`src/rtl/or3_pattern_sequencer.sv`:
```
// Purpose: sweeps a/b/c through 000..111 for the 3-input OR gate, holding each pattern HOLD_CYCLES.
// Latency: first pattern one cycle after an accepted start; done pulse 8*HOLD_CYCLES+1 cycles after start.
// Backpressure: none; stop aborts to IDLE, start is ignored unless IDLE. OR3_SEQ_SELF_CHECK_EN adds y/err_cnt/err_flag.
module or3_pattern_sequencer #(
    parameter int HOLD_CYCLES = 100,
    parameter bit LOOP        = 1'b0
) (
    input  logic       clk,
    input  logic       rst,
    input  logic       start,
    input  logic       stop,
`ifdef OR3_SEQ_SELF_CHECK_EN
    input  logic       y,
    output logic [3:0] err_cnt,
    output logic       err_flag,
`endif
    output logic       a,
    output logic       b,
    output logic       c,
    output logic [2:0] pat_idx,
    output logic       strobe,
    output logic       busy,
    output logic       done
);

    localparam int CW_RAW = $clog2(HOLD_CYCLES + 1);
    localparam int CW     = (CW_RAW < 1) ? 1 : CW_RAW;
    localparam logic [CW-1:0] LAST = CW'(HOLD_CYCLES - 1);

    typedef enum logic [1:0] {
        S_IDLE  = 2'd0,
        S_DRIVE = 2'd1,
        S_DONE  = 2'd2
    } state_t;

    state_t        state, state_n;
    logic [2:0]    pat, pat_n;
    logic [CW-1:0] cnt, cnt_n;
    logic          strobe_q, strobe_n;
    logic          last;
    logic          accept;

    assign last   = (cnt == LAST);
    assign accept = (state == S_IDLE) && start && !stop;

    // State, pattern, hold counter and strobe registers; rst overrides everything.
    always_ff @(posedge clk) begin
        if (rst) begin
            state    <= S_IDLE;
            pat      <= 3'd0;
            cnt      <= '0;
            strobe_q <= 1'b0;
        end else begin
            state    <= state_n;
            pat      <= pat_n;
            cnt      <= cnt_n;
            strobe_q <= strobe_n;
        end
    end

    // Next-state logic: pattern is cleared whenever the sweep leaves DRIVE so a/b/c read 000 outside it.
    always_comb begin
        state_n  = state;
        pat_n    = pat;
        cnt_n    = cnt;
        strobe_n = 1'b0;
        case (state)
            S_IDLE: begin
                if (accept) begin
                    state_n  = S_DRIVE;
                    pat_n    = 3'd0;
                    cnt_n    = '0;
                    strobe_n = 1'b1;
                end
            end
            S_DRIVE: begin
                if (stop) begin
                    state_n = S_IDLE;
                    pat_n   = 3'd0;
                    cnt_n   = '0;
                end else if (last) begin
                    cnt_n = '0;
                    if ((pat == 3'd7) && !LOOP) begin
                        state_n = S_DONE;
                        pat_n   = 3'd0;
                    end else begin
                        pat_n    = pat + 3'd1;
                        strobe_n = 1'b1;
                    end
                end else begin
                    cnt_n = cnt + 1'b1;
                end
            end
            S_DONE: begin
                // Single-cycle completion state; stop lands in IDLE just the same.
                state_n = S_IDLE;
                pat_n   = 3'd0;
                cnt_n   = '0;
            end
            default: begin
                state_n = S_IDLE;
                pat_n   = 3'd0;
                cnt_n   = '0;
            end
        endcase
    end

    assign a       = pat[2];
    assign b       = pat[1];
    assign c       = pat[0];
    assign pat_idx = pat;
    assign strobe  = strobe_q;
    assign busy    = (state == S_DRIVE);
    assign done    = (state == S_DONE);

`ifdef OR3_SEQ_SELF_CHECK_EN
    logic [3:0] err_q;

    // Compare the gate output on the last hold cycle of each pattern; saturating mismatch count.
    always_ff @(posedge clk) begin
        if (rst) begin
            err_q <= 4'd0;
        end else if (accept) begin
            err_q <= 4'd0;
        end else if ((state == S_DRIVE) && last && (y != (a | b | c)) && (err_q != 4'hF)) begin
            err_q <= err_q + 4'd1;
        end
    end

    assign err_cnt  = err_q;
    assign err_flag = (err_q != 4'd0);
`endif

endmodule

```
`config.mk`:
```
export PLATFORM = sky130hd
export DESIGN_NAME = or3_pattern_sequencer
export DESIGN_NICKNAME = d
export VERILOG_FILES = /design/src/rtl/or3_pattern_sequencer.sv
export SDC_FILE = /design/constraint.sdc
export NUM_CORES = 1
export LEC_CHECK = 0
export BUFFER_PORTS_ARGS = -buffer_cell sky130_fd_sc_hd__buf_2
export CORE_UTILIZATION = 36
export CTS_BUF_LIST = sky130_fd_sc_hd__clkbuf_4 sky130_fd_sc_hd__clkbuf_8
export DETAILED_ROUTE_END_ITERATION = 16
export PLACE_DENSITY_LB_ADDON = 0.08
export SLEW_MARGIN = 5
export SYNTH_ARGS = -nofsm -noshare
export SYNTH_HDL_FRONTEND = slang
export SYNTH_SLANG_ARGS = --single-unit
```
`constraint.sdc`:
```
create_clock -name clk -period 1.5 [get_ports clk]
set_input_delay 0.075 -clock clk [delete_from_list [all_inputs] [get_ports clk]]
set_output_delay 0.075 -clock clk [all_outputs]
set_load 0.05 [all_outputs]
```
==> results of run 1 <==
==> layout make-up <==
| cell class | instances | area [um^2] |
|---|---|---|
| timing repair buffer | 26 | 171 |
| tap | 24 | 30.0 |
| clock buffer | 4 | 30.0 |
| multi-input combinational | 47 | 382 |
| inverter | 7 | 26.3 |
| fill | 147 | 688 |
| sequential | 13 | 267 |
==> sequential cells by signal, summed over array words and instances, names as in the netlist <==
register and flops:
strobe 1, state 2, cnt 7, pat_idx 3
==> cells by family after synthesis <==
family,after synthesis,synth area share
and+or+nand+nor,24,0.217
xor gates and xnor gates,5,0.0673
adders and majority gates,3,0.0577
AOI/OAI and AO/OA,14,0.162
DFF,13,0.400
muxes,1,0.0211
buffers and inverters,10,0.0750
==> per-stage QoR <==
stage	area (um^2)	worst slack, ps	power, mW	utilization	hold slack [ps]
2_1_floorplan	653	34.3	0.401	-	147
3_3_place_gp	811	19.6	0.434	0.509	291
3_5_place_dp	811	4.82	0.434	0.509	289
4_1_cts	866	6.97	0.681	0.543	30.4
5_1_grt	906	-13.6	0.711	0.568	28.0
6_report	906	52.6	0.676	0.568	33.2
==> layout by cell type, fill, tap and decap left out, types with 2 or more instances in the layout <==
cell type / n
buf_2: 12
buf_4: 12
nor2_1: 9
dfxtp_1: 8
inv_1: 7
xnor2_1: 5
dfxtp_2: 5
clkbuf_4: 4
a21oi_1: 3
and2b_1: 2
nand3_1: 2
nand2_1: 2
a211oi_1: 2
ha_1: 2
==> routing by layer <==
layer	vias up	GRT usage
met5	-	0
met4	0	0.0909
met1	263	0.195
met3	2	0.0367
met2	11	0.256
li1	300	-
==> what timing repair did <==
item,4_1_cts,5_1_grt
hold endpoints to repair,1,0
setup buffers,1,0
pin swaps,1,0
gates resized for setup,2,9
setup endpoints to repair,5,6
hold buffers,1,0
==> power groups by stage <==
stage,clock network [mW],registers [mW],logic [mW]
after detailed placement,0,0.359,0.0752
after CTS,0.246,0.351,0.0838
after global routing,0.263,0.352,0.0967
final,0.237,0.351,0.0884
after global placement,0,0.359,0.0749
after floorplan,0,0.365,0.0359
==> worst max path at each step <==
| stage | start | to | slack [ps] | depth (start not counted) |
|---|---|---|---|---|
| finish | cnt[0] | state[0] | 50 | 5 |
| global route | cnt[0] | cnt[2] | -10 | 7 |
| CTS | cnt[0] | pat_idx[1] | 7 | 5 |
| detailed placement | cnt[0] | state[0] | 5 | 5 |
| global placement | cnt[0] | state[0] | 20 | 5 |
| floorplan | cnt[0] | state[0] | 30 | 5 |
==> critical path: cells and delay by family (launching register included) <==
kind	cells	cell delay, ps
compound gates	2	520
fa+ha+maj	1	180
flops	1	330
simple gates	2	330
==> metrics.txt, run 1 <==
Lkg Pwr 0.385 nW; synth top area cells dfxtp_1 (40%), xnor2_1 (6.7%), ha_1 (5.8%), nor2_1 (5.2%), inv_1 (4.0%); routed wl met3 45 um; peak fanout along the critical path 3; r2r setup slk 50 ps; post-synthesis register bit count 13; nets 105; Ports 13; GPL Wtd Cong 0.717; maximum VDD drop 448 uV; CP max stage delay 330 ps; first-pass GRT wire length 2260 um; cell with the most instances after synthesis dfxtp_1; met1 WL 653 um; Sw Share 0.245; Psw 0.165 mW; min-delay src rst; number of flops mapped to enable cells by yosys 0; Port Buffer Count 12; largest net degree at the start of global routing 8; Synth Flop Type dfxtp_1; initial antenna violation count 0; Die Span Y 44.5 um; highest routed layer met4; RR Endpoint state[0]; core area 1590 um^2; DR vias 576; Clock power frac 0.350; max-cap violations 0; Avg Vias per Cell 4.76; Hold Fails Final Rpt 0; logic gate share of total power 0.131; CP max stage cell dfxtp_2; critical-path cell list ha_2 > nor4b_4 > and3_4 > a21o_1 > a2111oi_2; worst r2r src cnt[0]; Worst Skew 3.56 ps; register area share after synthesis 0.400; area leader, netlist dfxtp_1; Slew HR 0.788; Internal 0.511 mW; met2 WL 640 um; pwr dens 746 nW/um^2; Required @ worst endpoint 1680 ps; Clock Tree Root clkbuf_4; mapped cell area 651 um^2; CTS tree built; Slew Limit Fails 0; Worst R2R Path Depth 5; Cell variety after synth 29; clock sinks 13; fraction of registers with async set/reset 0; gr usage total 0.159; DP Wirelength 973 um; DR WL/cell 11.2 um; fraction of layout cells with a size suffix above 1 0.464; crit path DAT 1630 ps; outcome complete, no violations; post-synthesis area per instance 9.29 um^2; DRT antenna net count 0; buffer depth of the longest clock path 2; post-route setup TNS 0 ps; Die ar. 1980 um^2; H-tree depth 1; Area growth, synth to finish 39.2%; actual slew at the worst max-slew pin 316 ps; Placed Cells 115; CTS Buf Count 3; row cnt 14; Min-Delay Path Class primary input to flop; hold-critical path endpoint cnt[1]; crit share post-route 0.965; diodes inserted 0; Reg clk slew, reported paths 80 ps; Worst Hold Depth 2; grt ovf 0; DIE WIDTH 44.5 um; Post-Syn Instances 70; vias in the first global route 527; initial cell density of the core 0.408; synth warn 0; 1st-iter DRT viols 6; Yosys top cell area share 0.400; Post-Syn Nets 77; Seq pwr share 0.519; crit start category flop; fmax 691 MHz; Non-Filler Instances 121; Synth top cells by count dfxtp_1 (13), nor2_1 (9), inv_1 (7), xnor2_1 (5); Finish-stage setup viols 0; DRC viols 0; Setup CP Type flop to flop; First-pass DRT Iterations 5; drt total wl 1350 um; min cycle time layout 1450 ps; later-pin clock latency in the skew report 270 ps; Worst Setup End Kind flop
No activity file was read; power rests on OpenSTA's default activity.
==> run 2, diff against run 1 <==
--- a/config.mk
+++ b/config.mk
@@ -8,7 +8,9 @@
 export BUFFER_PORTS_ARGS = -buffer_cell sky130_fd_sc_hd__buf_2
 export CORE_UTILIZATION = 36
 export CTS_BUF_LIST = sky130_fd_sc_hd__clkbuf_4 sky130_fd_sc_hd__clkbuf_8
+export CTS_CLUSTER_DIAMETER = 40
 export DETAILED_ROUTE_END_ITERATION = 16
+export HOLD_SLACK_MARGIN = 0.06
 export PLACE_DENSITY_LB_ADDON = 0.08
 export SLEW_MARGIN = 5
 export SYNTH_ARGS = -nofsm -noshare
==> constraint.sdc (replaced) <==
create_clock -name clk -period 1.3 [get_ports clk]
set_input_delay 0.065 -clock clk [delete_from_list [all_inputs] [get_ports clk]]
set_output_delay 0.065 -clock clk [all_outputs]
set_load 0.05 [all_outputs]
==> run 2 against run 1 <==
  * The flow now finishes with violations (setup timing)
  * Clock skew increased by 0.54 ps
  * Clock power grew 14%
  * Hold slack improved by 130 ps
  * Final area up 12%
  * Register-to-register slack lost 140 ps
  * Die area did not move
  * Largest power group unchanged
  * Setup slack worse by 140 ps
  * Sequential share of layout area is 2.7 points lower
==> metrics.txt, run 2 (same netlist as run 1, synthesis figures left out) <==
drt total wl 1610 um; Worst Skew 4.09 ps; outcome finished with violations; commonest non-fill, non-tap cell in the layout buf_4; Placed Cells 117; Most flops, register cnt; CTS Buf Count 3; Die Span Y 44.5 um; Finish-stage setup viols 11; crit share post-route 1.07; Ports 13; fraction of layout cells with a size suffix above 1 0.570; Die ar. 1980 um^2; CTS tree built; failing checks setup timing; Hold Fails Final Rpt 0; clock sinks 13; actual slew at the worst max-slew pin 278 ps; DP Wirelength 945 um; first-pass GRT wire length 2340 um; peak fanout along the critical path 5; GPL Wtd Cong 0.747; Port Buffer Count 12; DIE WIDTH 44.5 um; vias in the first global route 557; max reg flops 7; Worst Setup End Kind flop; RSZ-0062 raised after global routing yes; core area 1590 um^2; largest net degree at the start of global routing 8; Slew Limit Fails 0; initial cell density of the core 0.408; final worst slack -91.1 ps; fin util 0.637; diodes inserted 0; fmax 719 MHz; dpl ws -80.7 ps; Slew HR 0.814; Lkg Pwr 0.395 nW; DRC viols 0; crit start category flop; crit path DAT 1590 ps; First-pass DRT Iterations 4; Clock Tree Root clkbuf_4; maximum VDD drop 643 uV; Avg Vias per Cell 4.82; 1st-iter DRT viols 9; DR WL/cell 13.0 um; hold_ws 166 ps; nets 108; DR vias 598; DRT antenna net count 0; Min-Delay Path Class primary input to flop; row cnt 14; Area growth, synth to finish 56.0%; most frequent cells in the layout buf_4 (13), buf_2 (12), dfxtp_1 (8); total power 0.790 mW; Setup CP Type flop to flop; r2r setup slk -90 ps; Required @ worst endpoint 1500 ps; H-tree depth 1; max-cap violations 0; gr usage total 0.170; buffer depth of the longest clock path 2; Reg clk slew, reported paths 80 ps; grt ovf 0; later-pin clock latency in the skew report 270 ps; pwr dens 779 nW/um^2; min cycle time layout 1390 ps; Non-Filler Instances 124; initial antenna violation count 0
## run 2: timing repair
| item | 4_1_cts | 5_1_grt |
|---|---|---|
| setup buffers | 0 | 1 |
| endpoints found under the setup margin | 9 | 11 |
| pin swaps | 5 | 3 |
| cloned | 0 | 0 |
| gates resized for setup | 6 | 11 |
| hold buffers | 2 | 0 |
| endpoints found under the hold margin | 4 | 0 |
## run 2: critical path, cell delays in order (launching register included)
cell     delay, ps
dfxtp_1        350
or3b_4         420
a31oi_2        180
o21ai_2         90
buf_6          140
mux2i_2        140
## run 2: power by group
part / internal [mW] / switching [mW] / leakage [nW]
sequential: 0.399 / 0.00322 / 0.108
clock: 0.140 / 0.129 / 0.0184
combinational: 0.0514 / 0.0678 / 0.269
total: 0.590 / 0.200 / 0.395
## run 2: routing by layer
metal	track usage	wire length (um)
met1	0.197	713
met2	0.265	795
met3	0.0408	41
met4	0.139	62
met5	0	0
## run 2: worst paths after layout
kind,depth (start not counted),startpoint,end
max,5,state[0],pat_idx[0]
min,3,stop,state[0]
max reg2reg,5,state[0],pat_idx[0]
min reg2reg,1,pat_idx[0],pat_idx[0]
## run 2: stage by stage
stage / setup TNS (ps) / area (um^2)
2_1_floorplan: -13.9 / 698
3_3_place_gp: -453 / 871
3_5_place_dp: -345 / 871
4_1_cts: -237 / 953
5_1_grt: -1250 / 1010
6_report: -547 / 1010
## run 2: area by class of cell
type | instances | area (um^2)
clock buffer | 4 | 30.0
fill | 133 | 579
inverter | 7 | 26.3
multi-input combinational | 47 | 457
sequential | 13 | 272
tap | 24 | 30.0
timing repair buffer | 29 | 200
